===== src/rtl/seg_scan_ctrl.sv =====
`default_nettype none
// ============================================================================
// Module   : seg_scan_ctrl
// Purpose  : Multiplexed common-anode seven-segment scanner with hex decode,
//            frame-synchronous double buffering, 16-level PWM brightness,
//            per-digit blank / decimal-point masks and a frame strobe.
// Revision : 1.0  initial release
// ----------------------------------------------------------------------------
// Parameters
//   NUM_DIGITS   digits scanned (2..16)
//   REFRESH_DIV  clk cycles per digit slot (>=2)
// Ports
//   clk           system clock
//   rst           synchronous active-high reset
//   i_value       hex nibbles, digit i = i_value[4i+3:4i], digit 0 rightmost
//   i_load        1-cycle strobe capturing value / blank mask / dp mask
//   i_blank_mask  1 = digit dark
//   i_dp_mask     1 = decimal point lit on that digit
//   i_brightness  PWM duty, digit lit while pwm counter <= brightness
//   o_seg         {g,f,e,d,c,b,a}, active-low
//   o_dp          decimal point, active-low
//   o_an          anodes, active-low, at most one low
//   o_pending     captured data not yet on display
//   o_frame_done  1-cycle pulse when the digit index wraps to 0
// Build option
//   LEADING_ZERO_BLANK_EN : suppress zero digits above the most significant
//                           non-zero nibble (digit 0 and dp digits excepted)
// ============================================================================
module seg_scan_ctrl #(
  parameter int NUM_DIGITS  = 8,
  parameter int REFRESH_DIV = 100000
) (
  input  logic                    clk,
  input  logic                    rst,
  input  logic [4*NUM_DIGITS-1:0] i_value,
  input  logic                    i_load,
  input  logic [NUM_DIGITS-1:0]   i_blank_mask,
  input  logic [NUM_DIGITS-1:0]   i_dp_mask,
  input  logic [3:0]              i_brightness,
  output logic [6:0]              o_seg,
  output logic                    o_dp,
  output logic [NUM_DIGITS-1:0]   o_an,
  output logic                    o_pending,
  output logic                    o_frame_done
);

  localparam int IDX_W = $clog2(NUM_DIGITS);
  localparam int DIV_W = $clog2(REFRESH_DIV);
  localparam logic [IDX_W-1:0] c_IDX_LAST = IDX_W'(NUM_DIGITS - 1);
  localparam logic [DIV_W-1:0] c_DIV_LAST = DIV_W'(REFRESH_DIV - 1);

  typedef enum logic [0:0] {
    ST_BLANK = 1'b0,
    ST_SCAN  = 1'b1
  } state_t;

  state_t                  r_state;
  state_t                  w_state_nxt;
  logic                    w_start;
  logic                    w_slot_end;
  logic                    w_wrap;

  logic [DIV_W-1:0]        r_div_cnt;
  logic [IDX_W-1:0]        r_idx;
  logic [3:0]              r_pwm_cnt;

  logic [4*NUM_DIGITS-1:0] r_shadow_val;
  logic [NUM_DIGITS-1:0]   r_shadow_blank;
  logic [NUM_DIGITS-1:0]   r_shadow_dp;
  logic [4*NUM_DIGITS-1:0] r_pend_val;
  logic [NUM_DIGITS-1:0]   r_pend_blank;
  logic [NUM_DIGITS-1:0]   r_pend_dp;
  logic                    r_pending;

  logic [NUM_DIGITS-1:0]   w_blank_eff;
  logic [3:0]              w_nib;
  logic                    w_dig_blank;
  logic                    w_dig_dp;
  logic                    w_on;

  logic [6:0]              r_seg;
  logic                    r_dp;
  logic [NUM_DIGITS-1:0]   r_an;
  logic                    r_frame_done;

  function automatic logic [6:0] f_hex(input logic [3:0] n);
    case (n)
      4'h0: f_hex = 7'b1000000;
      4'h1: f_hex = 7'b1111001;
      4'h2: f_hex = 7'b0100100;
      4'h3: f_hex = 7'b0110000;
      4'h4: f_hex = 7'b0011001;
      4'h5: f_hex = 7'b0010010;
      4'h6: f_hex = 7'b0000010;
      4'h7: f_hex = 7'b1111000;
      4'h8: f_hex = 7'b0000000;
      4'h9: f_hex = 7'b0010000;
      4'hA: f_hex = 7'b0001000;
      4'hB: f_hex = 7'b0000011;
      4'hC: f_hex = 7'b1000110;
      4'hD: f_hex = 7'b0100001;
      4'hE: f_hex = 7'b0000110;
      default: f_hex = 7'b0001110;
    endcase
  endfunction

  // ---------------------------------------------------------------- FSM
  always_ff @(posedge clk) begin
    if (rst) r_state <= ST_BLANK;
    else     r_state <= w_state_nxt;
  end

  // BLANK is only left by the first load; SCAN is only left by reset.
  always_comb begin
    w_state_nxt = r_state;
    w_start     = 1'b0;
    w_slot_end  = 1'b0;
    w_wrap      = 1'b0;
    case (r_state)
      ST_BLANK: begin
        if (i_load) begin
          w_state_nxt = ST_SCAN;
          w_start     = 1'b1;
        end
      end
      ST_SCAN: begin
        w_slot_end = (r_div_cnt == c_DIV_LAST);
        w_wrap     = w_slot_end && (r_idx == c_IDX_LAST);
      end
      default: w_state_nxt = ST_BLANK;
    endcase
  end

  // ---------------------------------------------------------- counters
  always_ff @(posedge clk) begin
    if (rst) begin
      r_div_cnt <= '0;
      r_idx     <= '0;
      r_pwm_cnt <= 4'd0;
    end else begin
      r_pwm_cnt <= r_pwm_cnt + 4'd1;
      if (w_start) begin
        r_div_cnt <= '0;
        r_idx     <= '0;
      end else if (r_state == ST_SCAN) begin
        if (w_slot_end) begin
          r_div_cnt <= '0;
          r_idx     <= w_wrap ? '0 : r_idx + IDX_W'(1);
        end else begin
          r_div_cnt <= r_div_cnt + DIV_W'(1);
        end
      end
    end
  end

  // ------------------------------------------------- double buffering
  // The shadow copy drives the display; new data waits in the pending
  // copy until the frame wraps so a frame is never torn. A load landing on
  // the wrap cycle itself refills pending while the older data is applied.
  always_ff @(posedge clk) begin
    if (rst) begin
      r_shadow_val   <= '0;
      r_shadow_blank <= '0;
      r_shadow_dp    <= '0;
      r_pend_val     <= '0;
      r_pend_blank   <= '0;
      r_pend_dp      <= '0;
      r_pending      <= 1'b0;
    end else begin
      if (w_start) begin
        r_shadow_val   <= i_value;
        r_shadow_blank <= i_blank_mask;
        r_shadow_dp    <= i_dp_mask;
      end else if (w_wrap && r_pending) begin
        r_shadow_val   <= r_pend_val;
        r_shadow_blank <= r_pend_blank;
        r_shadow_dp    <= r_pend_dp;
      end

      if ((r_state == ST_SCAN) && i_load) begin
        r_pend_val   <= i_value;
        r_pend_blank <= i_blank_mask;
        r_pend_dp    <= i_dp_mask;
        r_pending    <= 1'b1;
      end else if (w_wrap) begin
        r_pending    <= 1'b0;
      end
    end
  end

  // ----------------------------------------------------- blank masking
`ifdef LEADING_ZERO_BLANK_EN
  logic [NUM_DIGITS-1:0] w_lz;
  logic                  w_lz_keep;

  // Walk down from the top digit; once a non-zero nibble or a lit decimal
  // point is seen, that digit and everything below it stays visible.
  always_comb begin
    w_lz      = '0;
    w_lz_keep = 1'b0;
    for (int i = NUM_DIGITS - 1; i > 0; i--) begin
      if ((r_shadow_val[4*i +: 4] != 4'h0) || r_shadow_dp[i]) w_lz_keep = 1'b1;
      w_lz[i] = ~w_lz_keep;
    end
  end

  assign w_blank_eff = r_shadow_blank | w_lz;
`else
  assign w_blank_eff = r_shadow_blank;
`endif

  // ------------------------------------------------- current digit mux
  always_comb begin
    w_nib       = 4'h0;
    w_dig_blank = 1'b0;
    w_dig_dp    = 1'b0;
    for (int i = 0; i < NUM_DIGITS; i++) begin
      if (r_idx == IDX_W'(i)) begin
        w_nib       = r_shadow_val[4*i +: 4];
        w_dig_blank = w_blank_eff[i];
        w_dig_dp    = r_shadow_dp[i];
      end
    end
  end

  assign w_on = (r_state == ST_SCAN) && !w_dig_blank && (r_pwm_cnt <= i_brightness);

  // --------------------------------------------------- output register
  always_ff @(posedge clk) begin
    if (rst) begin
      r_seg        <= 7'h7F;
      r_dp         <= 1'b1;
      r_an         <= '1;
      r_frame_done <= 1'b0;
    end else begin
      r_frame_done <= w_wrap;
      if (w_on) begin
        r_an  <= ~(NUM_DIGITS'(1) << r_idx);
        r_seg <= f_hex(w_nib);
        r_dp  <= ~w_dig_dp;
      end else begin
        r_an  <= '1;
        r_seg <= 7'h7F;
        r_dp  <= 1'b1;
      end
    end
  end

  assign o_seg        = r_seg;
  assign o_dp         = r_dp;
  assign o_an         = r_an;
  assign o_pending    = r_pending;
  assign o_frame_done = r_frame_done;

endmodule
`default_nettype wire

===== config.mk =====
export PLATFORM = sky130hd
export DESIGN_NAME = seg_scan_ctrl
export DESIGN_NICKNAME = d
export VERILOG_FILES = /design/src/rtl/seg_scan_ctrl.sv
export SDC_FILE = /design/constraint.sdc
export NUM_CORES = 1
export LEC_CHECK = 0
export ABC_AREA = 0
export CELL_PAD_IN_SITES_DETAIL_PLACEMENT = 0
export CELL_PAD_IN_SITES_GLOBAL_PLACEMENT = 1
export CORE_ASPECT_RATIO = 0.7
export CORE_MARGIN = 4
export CORE_UTILIZATION = 43
export DETAILED_ROUTE_END_ITERATION = 10
export PLACE_DENSITY_LB_ADDON = 0.2
export SLEW_MARGIN = 20
export SYNTH_ARGS = -nofsm -noshare
export SYNTH_HDL_FRONTEND = slang
export SYNTH_SLANG_ARGS = --single-unit

===== constraint.sdc =====
create_clock -name clk -period 3.09 [get_ports clk]
set_input_delay 0.7725 -clock clk [delete_from_list [all_inputs] [get_ports clk]]
set_output_delay 0.7725 -clock clk [all_outputs]
set_load 0.05 [all_outputs]

**Word-level counts from Yosys, hierarchy flattened**

Memory sizes are Yosys's and may differ from the RTL's. A register that Yosys moved wholly into a read port is not among the register bits.
Index checks and enable logic that the tools add are counted.

- Flip-flop bits (word level): 132
- ROM bits: 112
- Bits of input ports: 55
- Output and inout port bits: 18
- Logic and storage cells: 82
- Memories: 1

Memory list:

| memory | depth | width | read ports | clocked after memory_dff | write ports | RTL line | RTL |
|---|---|---|---|---|---|---|---|
| (name not given) | 16 | 7 | 1 | 1 | 0 | 87 | `case (n)` |

- $add $sub $neg: 3
- Order comparisons: 1
- Eq/ne operators: 8
- Shift-type cells: 1
- Multiplexer cells: 39
- Bitwise logic cells: 3
- Reduce and logical (&&, ||, !) cells: 12

Operator list:

| cell | number |
|---|---|
| $mux W32 | 2 |
| $mux W4 | 8 |
| $mux W8 | 4 |
| $mux W1 | 23 |
| $add A17 B1 Y17 const B | 1 |
| $eq A17 B17 Y1 const B | 1 |
| $mux W17 | 1 |
| $eq A3 B3 Y1 const B | 4 |
| $not A8 Y8 | 1 |
| $shl A1 B3 Y8 const A | 1 |
| $eq A3 B2 Y1 const B | 2 |
| $logic_and A1 B1 Y1 | 5 |
| $add A4 B1 Y4 const B | 1 |
| $le A4 B4 Y1 | 1 |
| $reduce_bool A2 Y1 | 2 |
| $reduce_or A2 Y1 | 2 |
| $add A3 B1 Y3 const B | 1 |
| $eq A3 B1 Y1 const B | 1 |
| $logic_not A3 Y1 | 1 |
| $mux W3 | 1 |
| $not A1 Y1 | 2 |
| $reduce_and A2 Y1 | 1 |
| $logic_not A1 Y1 | 1 |

**Longest topological paths before layout**

- Depth after elaboration: 14
- Gate-level depth with buffers: 14
- Depth with buffers taken out: 12

**Worst setup path after synthesis**

Ideal clock, no wire load.

- Kind: reg2reg
- From: register r_idx[2]
- To: register r_seg[5] (netlist: o_seg[5])
- Setup time: 0.122 ns
- Arrival: 2.471 ns
- Required time: 2.968 ns
- Slack: 0.497 ns
- Stages on the path, launching flop included: 14
- Buffers on the path: 2
- Clock period less this slack: 2.593 ns
- Cell sequence: dfxtp_1 -> inv_1 -> clkbuf_1 -> ha_1 -> buf_2 -> nor2b_1 -> a221oi_1 -> o22ai_1 -> a31oi_2 -> inv_1 -> ha_1 -> inv_1 -> mux2i_1 -> a221o_1

- Word-level cells in the longest chain between the ends: 14
- Elaborated cells between the ends (all ways): 29
- Classes of those cells: eq/ne (7); mux (16); bitwise (1); reduce/logical (5)

RTL lines:

| what | RTL line | RTL |
|---|---|---|
| from (decl) | 64 | `logic [IDX_W-1:0] r_idx;` |
| from (signal assigned) | 148 | `r_idx <= w_wrap ? '0 : r_idx + IDX_W'(1);` |
| $logic_not A3 Y1 | 218 | `if (r_idx == IDX_W'(i)) begin` |
| $mux W1 (8 in series) | 218 |  |
| $logic_not A1 Y1 | 226 | `assign w_on = (r_state == ST_SCAN) && !w_dig_blank && (r_pwm_cnt <= i_brightness);` |
| $logic_and A1 B1 Y1 (2 in series) | 226 |  |
| $not A1 Y1 (no line) | - |  |
| $reduce_or A2 Y1 (no line) | - |  |
| to (decl) | 81 | `logic [6:0] r_seg;` |

Parallel ways exist; a longest one is shown, timed or not.
A chain may end at the register's enable or synchronous reset.

**Worst setup path in the final report**

- From: register r_idx[0]
- To: register r_seg[5] (netlist: o_seg[5])

The elaborated chain is that of the path after synthesis.

==> results.md <==
- Clock root buffer: clkbuf_16
- Period Utilization, post-route: 0.914
- Worst Path Arrival: 3.11 ns
- Fill count: 1349
- Final hold slack: 0.451 ns
- Vias: 5350
- Highest routed layer: met4
- Fmax: 354 MHz
- Gate count after technology mapping: 737
- Seq/Total Area, Yosys: 0.421
- GPL Wtd Cong: 0.857
- Net Count, Synth: 810
- Post-CTS resize count: 0
- Pre-CTS worst setup slack: 0.0980 ns
- Worst r2r path cells: 11
- Cts hold-fix bufs: 0
- Die Ht: 112 um
- Met3 WL: 750 um
- Pin count of the biggest net entering global routing: 63
- CP startpoint kind: flop
- Synth cell types: 58
- CTS H-tree lvls: 4
- Worst Path Buf+Inv: 4
- Post-route ant nets: 0
- #FFs+latches synth: 139
- Biggest area consumer among synthesized cells: dfxtp_1
- Critical-path cell list: inv_1 -> ha_1 -> inv_1 -> o311ai_0 -> o211ai_1 -> a22oi_2 -> inv_1 -> ha_1 -> inv_1 -> mux2i_1 -> a221o_1
- Worst min path class: reg -> reg
- YS warnings: 0
- # rows: 37
- Static Leak: 2.98 nW
- Setup crit start: r_idx[0]
- Critical path's slowest cell: ha_1
- Worst-margin pin slew: 0.871 ns
- Max stage delay on crit path: 0.47 ns
- Count leader, synth: dfxtp_1
- Wirelength, routed: 15.9 mm
- # DRC: 0
- Final setup fails: 0
- Pwr dens: 575 nW/um^2
- WL met1: 8.15 mm
- Total negative slack: 0 ns
- Most frequent cells after synthesis: dfxtp_1 (139), nand2_1 (122), nor2_1 (81)
- Min-Delay Endpoint: r_pend_dp[1]
- Vias in the first global route: 5181
- Top cells by area, synth: dfxtp_1 (42%), a211oi_2 (9.1%), mux2i_1 (7.7%), nand2_1 (6.9%), a21oi_1 (4.9%)
- Worst setup path class: reg -> reg
- Initial antenna violation count: 0
- Hold Crit Depth: 2
- Worst reg-to-reg setup slack: 0.27 ns
- CTS max path bufs: 2
- RSZ-0062 raised after global routing: false
- CTS Buf Count: 17
- Avg Vias per Cell: 5.37
- Area of the mapped netlist: 6620 um^2
- First-pass GRT wire length: 26.3 mm
- GRT Overall Usage: 0.184
- Max cap viols: 0
- Skew final: 0.0104 ns
- Top Ports: 73
- Port buffer count: 72
- Most frequent CP cell: inv_1
- CP endpoint kind: flop
- Wirelength per Cell: 15.9 um
- CTS clock-pin slew for the worst setup and hold paths: 0.06 ns
- Placeable Area: 14900 um^2
- Final Hold Viols: 0
- Router iterations before antenna repair: 5
- Metal2 WL: 6.81 mm
- Ant. Diodes: 0
- Nets: 862
- Yosys top cell area share: 0.421
- Pwr Total: 4.64 mW
- Pins Over Slew Limit: 0
- CTS sink cnt: 139
- Tmin final: 2.82 ns
- Run status: finished, final reports clean
- Setup ws final: 0.266 ns
- CTS tree: built
- Worst skew pair latency: 0.41 ns
- Relative slew slack: 0.420
- Reg-to-Reg Start: r_idx[0]
- Crit path max fanout: 11
- Initial core utilization: 0.444
- Overflow after GRT: 0
- Post-synth EDFFs: 0
- CP Data Required Time: 3.38 ns
- DRT iter0 DRCs: 330
- Synth Flop Type: dfxtp_1
- Async SR Flop Fraction: 0
- Die area: 17500 um^2
- Delay-heaviest family, CP: compound AO/OA/AOI/OAI gates
- Peak VDD IR: 0.366 mV
- Area growth, synth to finish: 21.9%
- Mean Syn Cell Area: 8.98 um^2
- FF-to-FF End: o_seg[5]
- DPL Wire Length: 11.2 mm
- Hold Startpoint: r_pend_dp[1]
- Share of layout cells above drive strength 1: 0.140
- Post-CTS Setup Repair Bufs: 0
- Die X: 156 um
flip-flops by register name, indices dropped and copies added (netlist names), 4 cells and up:
name,cells
r_pwm_cnt,4
r_shadow_dp,8
o_an,8
r_pend_blank,8
r_pend_val,32
r_shadow_blank,8
r_div_cnt,17
r_pend_dp,8
r_shadow_val,32
o_seg,7
worst max path at each step:
stage | endpoint | cells after the start
final | o_seg[5] | 11
after detailed placement | o_seg[6] | 9
after floorplan | o_seg[5] | 13
after CTS | o_seg[5] | 11
after global routing | o_seg[3] | 12
after global placement | o_seg[6] | 9
metal layers:
| layer | vias up | GRT usage |
|---|---|---|
| li1 | 2665 | - |
| met5 | - | 0 |
| met4 | 0 | 0.0520 |
| met2 | 123 | 0.268 |
| met3 | 15 | 0.0447 |
| met1 | 2547 | 0.271 |
power breakdown:
group          total (mW)  leakage [nW]  internal [mW]  switching (mW)
sequential           1.94          1.14           1.88          0.0612
combinational       0.524          1.53          0.234           0.290
clock                2.17         0.315           1.37           0.803
placed cells by master, fill, tap and decap left out, types with 4 or more instances in the layout:
master / instances
ha_1: 18
and2_1: 4
inv_1: 19
a21oi_1: 65
nor3_1: 5
dfxtp_1: 139
nor2b_1: 4
buf_4: 16
nand2b_1: 4
xor2_1: 12
clkbuf_16: 17
nand3_1: 17
nand4_1: 4
o21ai_0: 10
clkbuf_8: 4
mux2i_1: 51
inv_6: 4
xnor2_1: 5
nor2_1: 81
or3_1: 4
a211oi_1: 5
clkdlybuf4s50_1: 71
a211oi_2: 48
nand2_1: 122
a21o_1: 4
a221o_1: 5
a31oi_1: 4
cell type report:
cell class / count / area (um^2) / share of cell area
multi-input combinational: 523 / 3460 / 0.429
sequential: 139 / 2780 / 0.345
timing repair buffer: 89 / 871 / 0.108
clock buffer: 21 / 480 / 0.0596
tap: 195 / 244 / 0.0302
clock inverter: 11 / 156 / 0.0194
inverter: 19 / 71.3 / 0.00884
worst min-delay path, stage by stage (launching register included):
cell     delay, ns
dfxtp_1       0.30
nand2_1       0.05
a21oi_1       0.05
per-stage QoR:
stage,utilization,cell area (um^2),std cells
final,0.541,8070,997
after global routing,0.541,8070,997
after CTS,0.541,8070,997
after detailed placement,0.498,7430,965
after global placement,0.498,7430,965
after floorplan,-,6620,737
cells by family (layout without fill, tap and decap cells):
group	count (synthesis)	count (layout)	share of synthesized area
AO/OA/AOI/OAI	170	170	0.209
adder cells (fa/ha/maj)	18	18	0.0340
AND/OR/NAND/NOR	267	267	0.179
XOR/XNOR	17	17	0.0225
buffers and inverters	75	140	0.0586
multiplexers	51	51	0.0772
flip-flops	139	139	0.421
Note: power is estimated with default switching activity, not from simulation.
